$ cat src/rtl/logic_unit_pkg.sv
// Shared definitions for the pipelined logic unit: opcode encodings and the
// bitwise evaluation function used by both the datapath and the bench model.
package logic_unit_pkg;

    // Opcode field layout: bits [2:0] select the operation, bit 3 selects acc as B
    localparam int LU_OPCODE_SIZE = 4;
    localparam int USE_ACC_BIT    = 3;

    // Widest operand the evaluation function handles; callers cast to their width
    localparam int LU_MAX_W = 64;

    localparam logic [2:0] OP_OR   = 3'b000;
    localparam logic [2:0] OP_XOR  = 3'b001;
    localparam logic [2:0] OP_AND  = 3'b010;
    localparam logic [2:0] OP_NOTA = 3'b011;
    localparam logic [2:0] OP_NOR  = 3'b100;
    localparam logic [2:0] OP_XNOR = 3'b101;
    localparam logic [2:0] OP_NAND = 3'b110;
    localparam logic [2:0] OP_PASS = 3'b111;

    // Every operation is purely bitwise, so evaluating at the maximum width and
    // truncating gives exactly the narrow result
    function automatic logic [LU_MAX_W-1:0] lu_eval(
        input logic [2:0]          op,
        input logic [LU_MAX_W-1:0] a,
        input logic [LU_MAX_W-1:0] b
    );
        logic [LU_MAX_W-1:0] r;
        case (op)
            OP_OR:   r = a | b;
            OP_XOR:  r = a ^ b;
            OP_AND:  r = a & b;
            OP_NOTA: r = ~a;
            OP_NOR:  r = ~(a | b);
            OP_XNOR: r = ~(a ^ b);
            OP_NAND: r = ~(a & b);
            default: r = a;
        endcase
        return r;
    endfunction

endpackage

$ cat src/rtl/logic_unit_core.sv
// Combinational operation decode sitting between the S1 and S2 registers.
module logic_unit_core
    import logic_unit_pkg::*;
#(
    parameter int DATA_WIDTH = 8
) (
    input  logic [2:0]            op,
    input  logic [DATA_WIDTH-1:0] a,
    input  logic [DATA_WIDTH-1:0] b,
    output logic [DATA_WIDTH-1:0] y
);

    // Zero-extend into the shared evaluator and keep only the low DATA_WIDTH bits
    always_comb begin
        y = DATA_WIDTH'(lu_eval(op, LU_MAX_W'(a), LU_MAX_W'(b)));
    end

endmodule

$ cat src/rtl/logic_unit_pipe.sv
// Two-stage stallable logic unit: S1 holds the accepted operands, S2 holds the
// registered result and flags. Operand B can be replaced by the accumulator,
// which always tracks the most recent result leaving S1.
module logic_unit_pipe
    import logic_unit_pkg::*;
#(
    parameter int DATA_WIDTH  = 8,
    parameter int OPCODE_SIZE = LU_OPCODE_SIZE
) (
    input  logic                   clk,
    input  logic                   rst,
    input  logic [DATA_WIDTH-1:0]  a_in,
    input  logic [DATA_WIDTH-1:0]  b_in,
    input  logic [OPCODE_SIZE-1:0] opcode_in,
    input  logic                   valid_in,
    output logic                   ready_out,
    input  logic                   acc_clr_in,
    output logic [DATA_WIDTH-1:0]  y_out,
    output logic                   zero_out,
    output logic                   parity_out,
    output logic                   valid_out,
    input  logic                   ready_in
);

    logic                   s1_valid;
    logic [DATA_WIDTH-1:0]  s1_a;
    logic [DATA_WIDTH-1:0]  s1_b;
    logic [OPCODE_SIZE-1:0] s1_op;
    logic [DATA_WIDTH-1:0]  acc;
    logic [DATA_WIDTH-1:0]  b_eff;
    logic [DATA_WIDTH-1:0]  result;
    logic                   s2_adv;
    logic                   in_xfer;
    logic                   move;

    // Handshake: S2 can take new data when empty or draining; S1 likewise via S2.
    // B is chosen at move time so a back-to-back acc chain sees the fresh result.
    always_comb begin
        s2_adv    = !valid_out || ready_in;
        ready_out = !s1_valid || s2_adv;
        in_xfer   = valid_in && ready_out;
        move      = s1_valid && s2_adv;
        b_eff     = s1_op[USE_ACC_BIT] ? acc : s1_b;
    end

    logic_unit_core #(
        .DATA_WIDTH(DATA_WIDTH)
    ) u_core (
        .op (s1_op[2:0]),
        .a  (s1_a),
        .b  (b_eff),
        .y  (result)
    );

    // S1 capture: refill on input transfer (even while moving out), empty on move
    always_ff @(posedge clk or posedge rst) begin
        if (rst) begin
            s1_valid <= 1'b0;
            s1_a     <= '0;
            s1_b     <= '0;
            s1_op    <= '0;
        end else begin
            if (in_xfer) begin
                s1_valid <= 1'b1;
                s1_a     <= a_in;
                s1_b     <= b_in;
                s1_op    <= opcode_in;
            end else if (move) begin
                s1_valid <= 1'b0;
            end
        end
    end

    // S2 result register: load on move, drop valid once downstream has taken it
    always_ff @(posedge clk or posedge rst) begin
        if (rst) begin
            valid_out  <= 1'b0;
            y_out      <= '0;
            zero_out   <= 1'b0;
            parity_out <= 1'b0;
        end else begin
            if (move) begin
                valid_out  <= 1'b1;
                y_out      <= result;
                zero_out   <= (result == '0);
                parity_out <= ^result;
            end else if (ready_in) begin
                valid_out  <= 1'b0;
            end
        end
    end

    // Accumulator follows each moving result; a clear overrides that update
    always_ff @(posedge clk or posedge rst) begin
        if (rst) begin
            acc <= '0;
        end else if (acc_clr_in) begin
            acc <= '0;
        end else if (move) begin
            acc <= result;
        end
    end

endmodule

$ cat config.mk
export PLATFORM = sky130hd
export DESIGN_NAME = logic_unit_pipe
export DESIGN_NICKNAME = d
export VERILOG_FILES = /design/src/rtl/logic_unit_pkg.sv /design/src/rtl/logic_unit_core.sv /design/src/rtl/logic_unit_pipe.sv
export SDC_FILE = /design/constraint.sdc
export NUM_CORES = 1
export LEC_CHECK = 0
export ABC_AREA = 1
export BUFFER_PORTS_ARGS = -buffer_cell sky130_fd_sc_hd__buf_2
export CAP_MARGIN = 20
export CORE_AREA = 2 2 74 76
export DETAILED_ROUTE_END_ITERATION = 8
export DIE_AREA = 0 0 76 78
export PLACE_DENSITY = 0.79
export SLEW_MARGIN = 20
export SYNTH_ARGS = -nofsm -noshare
export SYNTH_HDL_FRONTEND = slang
export SYNTH_SLANG_ARGS = --single-unit
$ cat constraint.sdc
create_clock -name clk -period 2.6 [get_ports clk]
set_input_delay 0.26 -clock clk [delete_from_list [all_inputs] [get_ports clk]]
set_output_delay 0.26 -clock clk [all_outputs]
set_load 0.05 [all_outputs]
# Yosys cells after proc, flatten, opt, wreduce, memory -nomap -nowiden
# Cells that the tools add are included.
dict set report word_totals {
  regBits 40
  input_bits 25
}
dict set report classes {
  eq_ne 6
  n_mux 8
  n_bitwise 7
  reduce_logical 12
}
# op count
set ops {}
lappend ops {{$pmux W8 S7} 1}
lappend ops {{$not A8 Y8} 4}
lappend ops {{$mux W8} 3}
lappend ops {{$eq A3 B3 Y1 const B} 3}
lappend ops {{$and A8 B8 Y8} 1}
lappend ops {{$logic_not A8 Y1} 1}
lappend ops {{$or A8 B8 Y8} 1}
lappend ops {{$reduce_xor A8 Y1} 1}
lappend ops {{$xor A8 B8 Y8} 1}
lappend ops {{$eq A3 B2 Y1 const B} 2}
lappend ops {{$reduce_bool A2 Y1} 3}
lappend ops {{$mux W1} 4}
lappend ops {{$eq A3 B1 Y1 const B} 1}
lappend ops {{$logic_not A3 Y1} 1}
lappend ops {{$logic_and A1 B1 Y1} 2}
lappend ops {{$logic_not A1 Y1} 2}
lappend ops {{$logic_or A1 B1 Y1} 2}

# Depth between registers and ports, before layout
# Gate-level depths: netlist of the first run.
dict set report depth {
  depth_word 6
  depth_mapped 18
  ltp_nobuf 18
}

# Hierarchy
# From an unflattened synthesis of the first run, not the netlist that was laid out.
dict set report unflattened {
  hier_cells 359
  hier_area_um2 2626.3
}
# mod n_inst cells_per_inst area_each_um2 seq_area_each_um2
set by_module_without_submodules {}
lappend by_module_without_submodules {logic_unit_pipe 1 208 1776.7 1001.0}
lappend by_module_without_submodules {logic_unit_core 1 151 849.6 0.0}

# Worst setup path after synthesis of the first run
# Ideal clock, no wire load.
dict set report synth_path {
  kind {register to register}
  from {register valid_out}
  to {register s1_a[0]}
  setup_time_ns 0.133
  t_arrival_ns 2.108
  path_slack_ns 0.359
  path_stages_with_launch 6
  period_less_slack_ns 2.241
  cell_sequence {dfrtp_1 > nand3_1 > nand2_1 > buf_2 > clkbuf_1 > a21oi_1}
}
dict set report synth_via {
  elab_chain_cells 4
}
# item line_no
set synth_rtl {}
lappend synth_rtl {{start, declared} logic_unit_pipe.sv:21} ;# output logic valid_out,
lappend synth_rtl {{start signal, assigned} logic_unit_pipe.sv:77} ;# valid_out <= 1'b0;
lappend synth_rtl {{start signal, assigned} logic_unit_pipe.sv:83} ;# valid_out <= 1'b1;
lappend synth_rtl {{start signal, assigned} logic_unit_pipe.sv:88} ;# valid_out <= 1'b0;
lappend synth_rtl {{$logic_not A1 Y1} logic_unit_pipe.sv:39} ;# s2_adv = !valid_out || ready_in;
lappend synth_rtl {{$logic_or A1 B1 Y1} logic_unit_pipe.sv:39}
lappend synth_rtl {{$logic_or A1 B1 Y1} logic_unit_pipe.sv:40} ;# ready_out = !s1_valid || s2_adv;
lappend synth_rtl {{named net ready_out} logic_unit_pipe.sv:16} ;# output logic ready_out,
lappend synth_rtl {{$logic_and A1 B1 Y1} logic_unit_pipe.sv:41} ;# in_xfer = valid_in && ready_out;
lappend synth_rtl {{end signal, assigned} logic_unit_pipe.sv:65} ;# s1_a <= a_in;
lappend synth_rtl {{end, declared} logic_unit_pipe.sv:26} ;# logic [DATA_WIDTH-1:0] s1_a;
# The timed path passes the listed nets, and every way through them passes these cells.
# A chain may end at the register's enable or synchronous reset.

# Worst setup path in the final report of the first run
dict set report layout_path {
  from {register s1_op[3]}
  to {register parity_out}
}
dict set report layout_via {
  elab_chain_cells 5
  elab_cells_between_ends 9
  cone_classes {mux (2); bitwise (6); reduce/logical (1)}
}
# item line_no
set layout_rtl {}
lappend layout_rtl {{start, declared} logic_unit_pipe.sv:28} ;# logic [OPCODE_SIZE-1:0] s1_op;
lappend layout_rtl {{start signal, assigned} logic_unit_pipe.sv:67} ;# s1_op <= opcode_in;
lappend layout_rtl {{$mux W8 (*)} logic_unit_pipe.sv:43} ;# b_eff = s1_op[USE_ACC_BIT] ? acc : s1_b;
lappend layout_rtl {{$and A8 B8 Y8 (tied with other cells)} {logic_unit_pkg.sv:32, logic_unit_pkg.sv:36}}
lappend layout_rtl {{$not A8 Y8 (on tied branches)} {logic_unit_pkg.sv:36, logic_unit_pkg.sv:34, logic_unit_pkg.sv:35}}
lappend layout_rtl {{$pmux W8 S7 (*)} logic_unit_pkg.sv:29} ;# case (op)
lappend layout_rtl {{$reduce_xor A8 Y1 (*)} logic_unit_pipe.sv:86} ;# parity_out <= ^result;
lappend layout_rtl {{end signal, assigned} logic_unit_pipe.sv:86}
lappend layout_rtl {{end, declared} logic_unit_pipe.sv:20} ;# output logic parity_out,
# Mark *: on every way between the ends. The rest lies on a longest branch, timed or not.

==> results.py, run 1 <==
metrics = {
    "power_and_ir_drop": {
        "ir_drop_mv": 0.514,
        "power_density_mw_per_mm2": 871,
        "power.leakage_nw": 1.78,
    },
    "clock_network": {
        "numCtsBuffers": 5,
        "clk_pin_slew_ns": 0.09,
        "cts_tree": "built",
        "cts_sinks": 40,
        "post_cts_buffers": 0,
        "cts_root_buffer": "clkbuf_8",
        "post_cts_resized": 0,
        "clkLatencyLatePin_ns": 0.30,
        "hold_buffers": 0,
        "clockBufferDepth": 2,
        "htreeDepth": 2,
    },
    "drt": {
        "drc_errors": 0,
        "vias_per_cell": 5.33,
        "wirelength_mm": 6.70,
        "drtIter0Drc": 215,
        "vias": 2691,
        "wl_met3_um": 419,
        "ant_nets": 0,
        "wl_met2_mm": 3.18,
        "top_layer": "met4",
        "wire_per_inst_um": 13.3,
        "first_pass_iters": 5,
        "wl_met1_mm": 2.94,
    },
    "cells_and_area": {
        "n_antenna_cell": 0,
        "syn_to_final_growth_pct": 10.0,
        "multi_input_area_mm2": 0.00158,
        "utilization_pct": 63.6,
        "fin_cells": 505,
        "final_cell_mix": "nand2_1 (122), inv_1 (46), dfrtp_1 (40), nor2_1 (36), buf_2 (36)",
        "nFillCells": 442,
        "final_common_cell": "nand2_1",
        "final_nets": 475,
        "drive_above_1_share_pct": 20.5,
        "seq_area_mm2": 0.00100,
    },
    "sta": {
        "tightest_slew_ns": 0.660,
        "finClkSkew_ns": 0.00881,
        "worst_slack_ns": 0.319,
        "fmax_ghz": 0.438,
        "fin_crit_ns": 2.28,
        "slew_headroom_pct": 55.9,
        "slew_violations": 0,
        "finalHoldViolations": 0,
        "finalSetupViolCount": 0,
        "tns_ns": 0,
        "post-route-period-util_pct": 87.7,
        "rsz0062_at_grt": "no",
    },
    "place": {
        "port_buffers": 36,
        "post-dp-hpwl_mm": 4.96,
        "pre_cts_slack_ns": 0.355,
        "placedCellCount": 497,
        "gp_congestion": 0.923,
    },
    "worst_setup_path": {
        "cp_max_fo": 17,
        "startpoint_type": "flip-flop",
        "critPathArrivalTime_ns": 2.48,
        "worstPathRequired_ns": 2.80,
        "worstSetupEndpointType": "flip-flop",
        "r2r_start": "s1_op[3]$_DFFE_PP0P_",
        "rr_worst_depth": 15,
        "r2r_end": "parity_out$_DFFE_PP0P_",
        "reg2reg_slack_ns": 0.32,
        "path_class": "reg -> reg",
    },
    "synthesis": {
        "synth_mux_area_share_pct": 3.48,
        "synth_top_family_by_area": "simple AND/OR/NAND/NOR gates",
        "synthAdderAreaFrac_pct": 6.87,
        "yosys.area_share.simple_pct": 37.0,
        "synth_compound_area_share_pct": 6.87,
        "ys_seq_area_share_pct": 34.3,
        "synth_seq_cells": 40,
        "synth_area_mm2": 0.00292,
        "synthDistinctLibCells": 26,
        "netlist_instances": 401,
        "synth_fp_nets": 442,
        "synthXorXnorAreaFrac_pct": 0,
        "ys.warnings.count": 0,
        "syn_area_per_cell_um2": 7.27,
    },
    "floorplanning": {
        "row_count": 26,
        "die_width_um": 76,
        "die_area_mm2": 0.00593,
        "core_area_mm2": 0.00504,
        "die_h_um": 78,
        "start_util_pct": 57.8,
        "ioPinCount": 37,
    },
    "run": {
        "cap_viol_max_count": 0,
    },
    "outcome": {
        "status": "completed",
    },
    "min_path": {
        "hp-class": "in -> async",
    },
    "global_route": {
        "track_usage_pct": 25.3,
        "grt_pass1_wl_mm": 12.1,
        "antenna_found_initial": 0,
        "grt_start_max_net_pins": 41,
        "grt_pass1_vias": 2651,
        "grt_overflow_total": 0,
    },
}
==> synthesized netlist by cell type (all sizes together) <==
cell    instances  area share [%]
nand3b          8             2.3
nor3            1            0.17
o21ai          21             3.6
nand4          18             4.1
nand3          28             6.7
inv            51             6.6
ha             16             6.9
nand2         125              16
nor2           47             7.3
dfrtp          40              34
mux2            9             3.5
a21oi          19             3.3
clkinv          2            0.26
buf            12             4.2
clkbuf          4            0.51
==> worst max-delay path: stages (launching register included) <==
cell	delay [ns]
dfrtp_1	0.54
o21ai_0	0.36
inv_1	0.08
ha_1	0.21
nand4_1	0.10
nand2_1	0.06
nor2_2	0.12
nand3_2	0.14
nand2_2	0.12
inv_2	0.04
nor2_2	0.10
nand2_1	0.06
nand2_1	0.06
nand2_1	0.05
nand3_1	0.06
nand2_1	0.06
==> metrics by stage <==
| step | cell area (um^2) | hold slack, ns | total power [W] |
|---|---|---|---|
| after floorplan | 2920 | 0.411 | 0.00197 |
| after global placement | 3090 | 0.410 | 0.00222 |
| after detailed placement | 3090 | 0.425 | 0.00225 |
| after CTS | 3210 | 0.0970 | 0.00280 |
| after global routing | 3210 | 0.114 | 0.00303 |
| final | 3210 | 0.0621 | 0.00279 |
==> state kept, by name (all words and copies together), names as in the netlist <==
name,count
zero_out,1
s1_b,8
s1_a,8
s1_op,4
y_out,8
valid_out,1
parity_out,1
acc,8
s1_valid,1
==> area by class of cell <==
class,count,area share (%)
Clock inverter,3,1.44
Clock buffer,5,2.15
Timing Repair Buffer,42,7.02
Tap cell,70,2.73
Sequential cell,40,31.2
Inverter,53,6.20
Multi-Input combinational cell,292,49.2
==> report_power, final <==
group          internal [W]  switching (W)
clock              0.000290       0.000252
sequential         0.000762      0.0000970
combinational      0.000417       0.000975
total               0.00147        0.00132
==> cells by family (layout without fill, tap and decap cells) <==
group / count (synthesis) / count (layout)
and+or+nand+nor: 227 / 227
buffers and inverters: 69 / 103
AOI/OAI and AO/OA: 40 / 40
DFF: 40 / 40
adders and majority gates: 16 / 16
muxes: 9 / 9
==> routing by layer <==
layer / track usage [%] / up-vias
li1: - / 1344
met5: 0 / -
met3: 4.30 / 16
met1: 31.7 / 1218
met4: 8.18 / 0
met2: 44.6 / 113
==> worst max-delay path by stage <==
stage,cells past startpoint,start,slack (ns),endpoint
after floorplan,5,valid_out$_DFFE_PP0P_,0.36,s1_a[0]$_DFFE_PP0P_
after global placement,14,s1_op[3]$_DFFE_PP0P_,0.43,parity_out$_DFFE_PP0P_
after detailed placement,14,s1_op[3]$_DFFE_PP0P_,0.36,parity_out$_DFFE_PP0P_
after CTS,14,s1_op[3]$_DFFE_PP0P_,0.30,parity_out$_DFFE_PP0P_
after global routing,14,s1_op[3]$_DFFE_PP0P_,0.05,parity_out$_DFFE_PP0P_
final,15,s1_op[3]$_DFFE_PP0P_,0.32,parity_out$_DFFE_PP0P_
Note: power is estimated with default switching activity, not from simulation.
==> run 2, diff against run 1 <==
CORE_AREA = 2 2 78 80   (was 2 2 74 76)
DIE_AREA = 0 0 80 82   (was 0 0 76 78)
PLACE_DENSITY = 0.75   (was 0.79)
clock period = 2 ns   (was 2.6 ns; I/O delays follow)
==> run 2 against run 1 <==
- the run now ends with negative setup slack left
- register-to-register slack got worse by 0.46 ns
- total power increased by 45%
- first-iteration DRC count increased by 23%
- sequential power increased by 30%
- clock power about the same
- largest power group unchanged
==> results.py, run 2 (same netlist as run 1, synthesis figures left out) <==
metrics = {
    "floorplanning": {
        "ioPinCount": 37,
        "core_area_mm2": 0.00575,
        "die_area_mm2": 0.00656,
        "row_count": 28,
        "die_h_um": 82,
        "die_width_um": 80,
        "start_util_pct": 50.7,
    },
    "sta": {
        "rsz0062_at_grt": "yes",
        "worst_slack_ns": -0.145,
        "finalHoldViolations": 0,
        "tightest_slew_ns": 0.713,
        "slew_violations": 0,
        "post-route-period-util_pct": 107,
        "tns_ns": -0.222,
        "slew_headroom_pct": 52.3,
        "fmax_ghz": 0.466,
        "fin_crit_ns": 2.14,
        "finClkSkew_ns": 0.0104,
        "finalSetupViolCount": 4,
    },
    "clock_network": {
        "htreeDepth": 2,
        "clkLatencyLatePin_ns": 0.30,
        "cts_tree": "built",
        "cts_root_buffer": "clkbuf_8",
        "clockBufferDepth": 2,
        "cts_sinks": 40,
        "numCtsBuffers": 5,
        "clk_pin_slew_ns": 0.09,
        "hold_buffers": 0,
    },
    "drt": {
        "drc_errors": 0,
        "ant_nets": 0,
        "wire_per_inst_um": 14.8,
        "first_pass_iters": 4,
        "drtIter0Drc": 264,
        "wirelength_mm": 7.87,
        "vias": 2862,
        "vias_per_cell": 5.40,
    },
    "cells_and_area": {
        "seq_area_mm2": 0.00100,
        "final_common_cell": "nand2_1",
        "n_antenna_cell": 0,
        "utilization_pct": 63.0,
        "multi_input_area_mm2": 0.00184,
        "final_cell_mix": "nand2_1 (103), inv_1 (44), dfrtp_1 (39), buf_2 (36), nor2_1 (33)",
        "syn_to_final_growth_pct": 24.2,
        "fin_cells": 530,
        "drive_above_1_share_pct": 33.8,
        "fin_area_mm2": 0.00362,
        "final_nets": 496,
        "nFillCells": 537,
    },
    "min_path": {
        "hp-class": "in -> async",
    },
    "power_and_ir_drop": {
        "p_sw_share_pct": 48.5,
        "power_density_mw_per_mm2": 1120,
        "p_seq_share_pct": 27.8,
        "power.leakage_nw": 1.91,
        "p_comb_share_pct": 58.9,
        "internal-power_w": 0.00208,
        "ir_drop_mv": 0.634,
        "power.net_switching_w": 0.00196,
        "clkPwrFrac_pct": 13.3,
    },
    "worst_setup_path": {
        "path_class": "reg -> reg",
        "worstSetupEndpointType": "flip-flop",
        "startpoint_type": "flip-flop",
        "worstPathRequired_ns": 2.24,
        "critPathArrivalTime_ns": 2.38,
        "rr_worst_depth": 15,
        "cp_max_fo": 6,
    },
    "place": {
        "gp_congestion": 0.897,
        "placedInstanceArea_mm2": 0.00325,
        "post-dp-hpwl_mm": 5.40,
        "pre_cts_slack_ns": -0.359,
        "placedCellCount": 521,
        "port_buffers": 36,
    },
    "global_route": {
        "grt_pass1_vias": 2672,
        "grt_overflow_total": 0,
        "track_usage_pct": 24.1,
        "grt_pass1_wl_mm": 12.2,
        "antenna_found_initial": 0,
        "grt_start_max_net_pins": 41,
    },
    "run": {
        "cap_viol_max_count": 0,
    },
    "outcome": {
        "violations": "negative setup slack",
        "status": "finished, violations left",
    },
}
-- run 2: area by class of cell --
cell class,count,area share (%)
Timing Repair Buffer,63,11.0
Tap cell,75,2.59
Sequential cell,40,27.7
Inverter,53,5.56
Multi-Input combinational cell,292,50.9
Clock buffer,5,1.90
Clock inverter,2,0.346
-- run 2: power groups by stage --
| stage | combinational, W | clock (W) | sequential (W) |
|---|---|---|---|
| floorplan | 0.00114 | 0 | 0.00143 |
| global placement | 0.00194 | 0 | 0.00113 |
| detailed placement | 0.00199 | 0 | 0.00113 |
| CTS | 0.00210 | 0.000550 | 0.00111 |
| global route | 0.00259 | 0.000585 | 0.00115 |
| finish | 0.00238 | 0.000539 | 0.00112 |
-- run 2: per-layer routing --
layer	up-vias	track usage, %	wire length [um]
li1	1392	-	-
met1	1367	30.3	3300
met2	91	42.6	4030
met3	12	3.52	401
met4	0	8.14	136
met5	-	0	0
-- run 2: final timing paths --
| path | start | to | slack (ns) |
|---|---|---|---|
| setup / recovery | s1_op[3]$_DFFE_PP0P_ | parity_out$_DFFE_PP0P_ | -0.14 |
| hold / removal | rst | s1_op[0]$_DFFE_PP0P_ | 0.006 |
| setup reg to reg | s1_op[3]$_DFFE_PP0P_ | parity_out$_DFFE_PP0P_ | -0.14 |
| hold reg to reg | zero_out$_DFFE_PP0P_ | zero_out$_DFFE_PP0P_ | 0.47 |
| max in group asynchronous | rst | s1_op[3]$_DFFE_PP0P_ | 1.61 |
| min in group clk | b_in[6] | s1_b[6]$_DFFE_PP0P_ | 0.13 |
-- run 2: timing repair --
| action | in CTS | in global routing |
|---|---|---|
| setup buffers | 4 | 1 |
| resized for setup | 20 | 49 |
| endpoints found under the hold margin | 0 | 0 |
| pin swaps | 3 | 34 |
| setup endpoints to repair | 13 | 14 |
-- run 2: per-stage QoR --
step                      hold WS (ns)  total power [W]
after floorplan                  0.351          0.00257
after global placement           0.344          0.00307
after detailed placement         0.356          0.00312
after CTS                       0.0271          0.00376
after global routing            0.0717          0.00433
final                          0.00636          0.00404
-- run 2: critical path, stage by stage (launching register included) --
cell     delay [ns]
dfrtp_2        0.44
buf_6          0.14
o21ai_2        0.17
inv_1          0.06
ha_1           0.22
nand4_1        0.10
nand2_1        0.09
nor2_2         0.13
nand3_2        0.12
nor2_1         0.22
nor2_4         0.07
nand2_1        0.06
nand2_1        0.06
nand2_1        0.06
nand3_1        0.07
nand2_1        0.07
==> run 3, diff against run 2 <==
GPL_TIMING_DRIVEN = 0   (was default)
==> run 3 against run 2 <==
- the flow still finishes with violations (negative setup slack)
- clock power is 35% higher
- core utilization is 0.63 points higher
- non-clock buffer count stayed put
- final area is 1.0% higher
- sequential power hardly changed
- sequential share of layout area is 0.27 points lower
==> results.py, run 3 (same netlist as run 1, synthesis figures left out) <==
metrics = {
    "floorplanning": {
        "die_h_um": 82,
        "ioPinCount": 37,
        "die_area_mm2": 0.00656,
        "die_width_um": 80,
        "core_area_mm2": 0.00575,
        "row_count": 28,
        "start_util_pct": 50.7,
    },
    "sta": {
        "worst_slack_ns": -0.156,
        "slew_violations": 0,
        "fmax_ghz": 0.464,
        "fin_crit_ns": 2.16,
        "rsz0062_at_grt": "yes",
        "post-route-period-util_pct": 108,
        "tightest_slew_ns": 0.600,
        "finalSetupViolCount": 2,
        "finalHoldViolations": 0,
        "slew_headroom_pct": 60.0,
        "finClkSkew_ns": 0.0117,
    },
    "drt": {
        "first_pass_iters": 6,
        "wire_per_inst_um": 14.9,
        "wirelength_mm": 7.92,
        "vias": 2849,
        "vias_per_cell": 5.37,
        "drtIter0Drc": 220,
        "drc_errors": 0,
        "ant_nets": 0,
    },
    "power_and_ir_drop": {
        "p_sw_share_pct": 46.8,
        "power.net_switching_w": 0.00193,
        "internal-power_w": 0.00219,
        "p_seq_share_pct": 27.2,
        "clkPwrFrac_pct": 17.7,
        "ir_drop_mv": 0.694,
        "p_comb_share_pct": 55.2,
        "power.leakage_nw": 1.92,
        "power_density_mw_per_mm2": 1130,
    },
    "global_route": {
        "grt_start_max_net_pins": 36,
        "track_usage_pct": 24.6,
        "grt_pass1_vias": 2663,
        "antenna_found_initial": 0,
        "grt_overflow_total": 0,
        "grt_pass1_wl_mm": 12.4,
    },
    "worst_setup_path": {
        "path_class": "reg -> reg",
        "worstPathRequired_ns": 2.20,
        "worstSetupEndpointType": "flip-flop",
        "critPathMaxStageDelay_ns": 0.46,
        "critPathArrivalTime_ns": 2.36,
        "cp_top_family": "simple AND/OR/NAND/NOR gates",
        "startpoint_type": "flip-flop",
        "cp_max_fo": 5,
        "path_common_cell": "nand2_1",
        "cpMaxStageDelayCell": "dfrtp_2",
        "path_buf_inv": 3,
        "crit_path_cell_trace": "buf_8 -> nand2_4 -> o21ai_4 -> ha_4 -> inv_1 -> nand4_1 -> nand2_1 -> nor2_2 -> nand3_4 -> nand2_2 -> inv_2 -> nor2_4 -> nand2_1 -> nand2_1 -> nand2_1 -> nand3_1 -> nand2_1",
    },
    "clock_network": {
        "cts_root_buffer": "clkbuf_8",
        "htreeDepth": 2,
        "clockBufferDepth": 2,
        "numCtsBuffers": 5,
        "clk_pin_slew_ns": 0.09,
        "cts_sinks": 40,
        "cts_tree": "built",
        "clkLatencyLatePin_ns": 0.30,
    },
    "cells_and_area": {
        "syn_to_final_growth_pct": 25.5,
        "final_common_cell": "nand2_1",
        "n_antenna_cell": 0,
        "final_cell_mix": "nand2_1 (112), inv_1 (41), dfrtp_1 (39), buf_2 (36), nor2_1 (32)",
        "final_nets": 496,
        "drive_above_1_share_pct": 30.9,
        "nFillCells": 472,
        "fin_cells": 531,
        "fin_area_mm2": 0.00366,
    },
    "outcome": {
        "status": "finished, violations left",
        "violations": "negative setup slack",
    },
    "place": {
        "gp_congestion": 0.898,
        "port_buffers": 35,
        "placedInstanceArea_mm2": 0.00322,
        "post-dp-hpwl_mm": 5.51,
        "placedCellCount": 512,
    },
    "run": {
        "cap_viol_max_count": 0,
    },
    "min_path": {
        "hp-class": "in -> reg",
    },
}
-- run 3: area by class of cell --
class | count | area, um^2 | area share, %
multi-input combinational | 292 | 1800 | 49.2
inverter | 53 | 201 | 5.51
buffer | 16 | 148 | 4.04
clock inverter | 2 | 38.8 | 1.06
sequential | 40 | 1000 | 27.4
tap | 75 | 93.8 | 2.57
timing repair buffer | 47 | 292 | 7.97
clock buffer | 6 | 82.6 | 2.26
-- run 3: layer usage --
metal  global-route usage, %  vias up  share of wire (%)
met5                       0        -                  0
met4                    9.66        0                3.4
met3                    4.07       25                6.5
met2                    41.4      117                 49
met1                    31.7     1319                 41
li1                        -     1388                  -
-- run 3: metrics by stage --
stage / util (%) / hold WS [ns] / setup WS, ns / TNS [ns] / total power [W]
after floorplan: - / 0.351 / 0.0645 / 0 / 0.00257
after global placement: 55.7 / 0.431 / -0.241 / -0.467 / 0.00295
after detailed placement: 56.0 / 0.114 / -0.335 / -0.893 / 0.00302
after CTS: 59.8 / 0.120 / -0.0974 / -0.0974 / 0.00383
after global routing: 63.7 / 0.131 / -0.295 / -0.515 / 0.00441
final: 63.7 / 0.122 / -0.156 / -0.205 / 0.00413
-- run 3: power groups by stage --
stage | registers, W | logic, W | clock network, W
floorplan | 0.00143 | 0.00114 | 0
global placement | 0.00111 | 0.00184 | 0
detailed placement | 0.00112 | 0.00190 | 0
CTS | 0.00111 | 0.00198 | 0.000731
global route | 0.00114 | 0.00250 | 0.000762
finish | 0.00112 | 0.00228 | 0.000729
-- run 3: worst paths after layout --
path | slack [ns] | cells after the start | end | from
min reg2reg | 0.48 | 2 | y_out[7]$_DFFE_PP0P_ | y_out[7]$_DFFE_PP0P_
max in group asynchronous | 1.22 | 4 | y_out[3]$_DFFE_PP0P_ | rst
max reg2reg | -0.16 | 17 | parity_out$_DFFE_PP0P_ | s1_op[3]$_DFFE_PP0P_
max | -0.16 | 17 | parity_out$_DFFE_PP0P_ | s1_op[3]$_DFFE_PP0P_
min in group asynchronous | 0.33 | 3 | s1_op[2]$_DFFE_PP0P_ | rst
min | 0.12 | 2 | s1_op[3]$_DFFE_PP0P_ | opcode_in[3]
-- run 3: worst reg2reg max path, stage by stage, from the launching register on --
cell     delay [ns]
dfrtp_2        0.46
buf_8          0.16
nand2_4        0.07
o21ai_4        0.07
ha_4           0.26
inv_1          0.05
nand4_1        0.08
nand2_1        0.07
nor2_2         0.16
nand3_4        0.13
nand2_2        0.11
inv_2          0.04
nor2_4         0.10
nand2_1        0.06
nand2_1        0.05
nand2_1        0.05
nand3_1        0.07
nand2_1        0.05
-- run 3: repair_timing --
action | 4_1_cts | 5_1_grt
setup buffers | 4 | 5
cloned | 1 | 0
hold endpoints to repair | 5 | 0
pin swaps | 15 | 33
hold buffers | 1 | 0
setup endpoints to repair | 10 | 5
gates resized for setup | 20 | 43
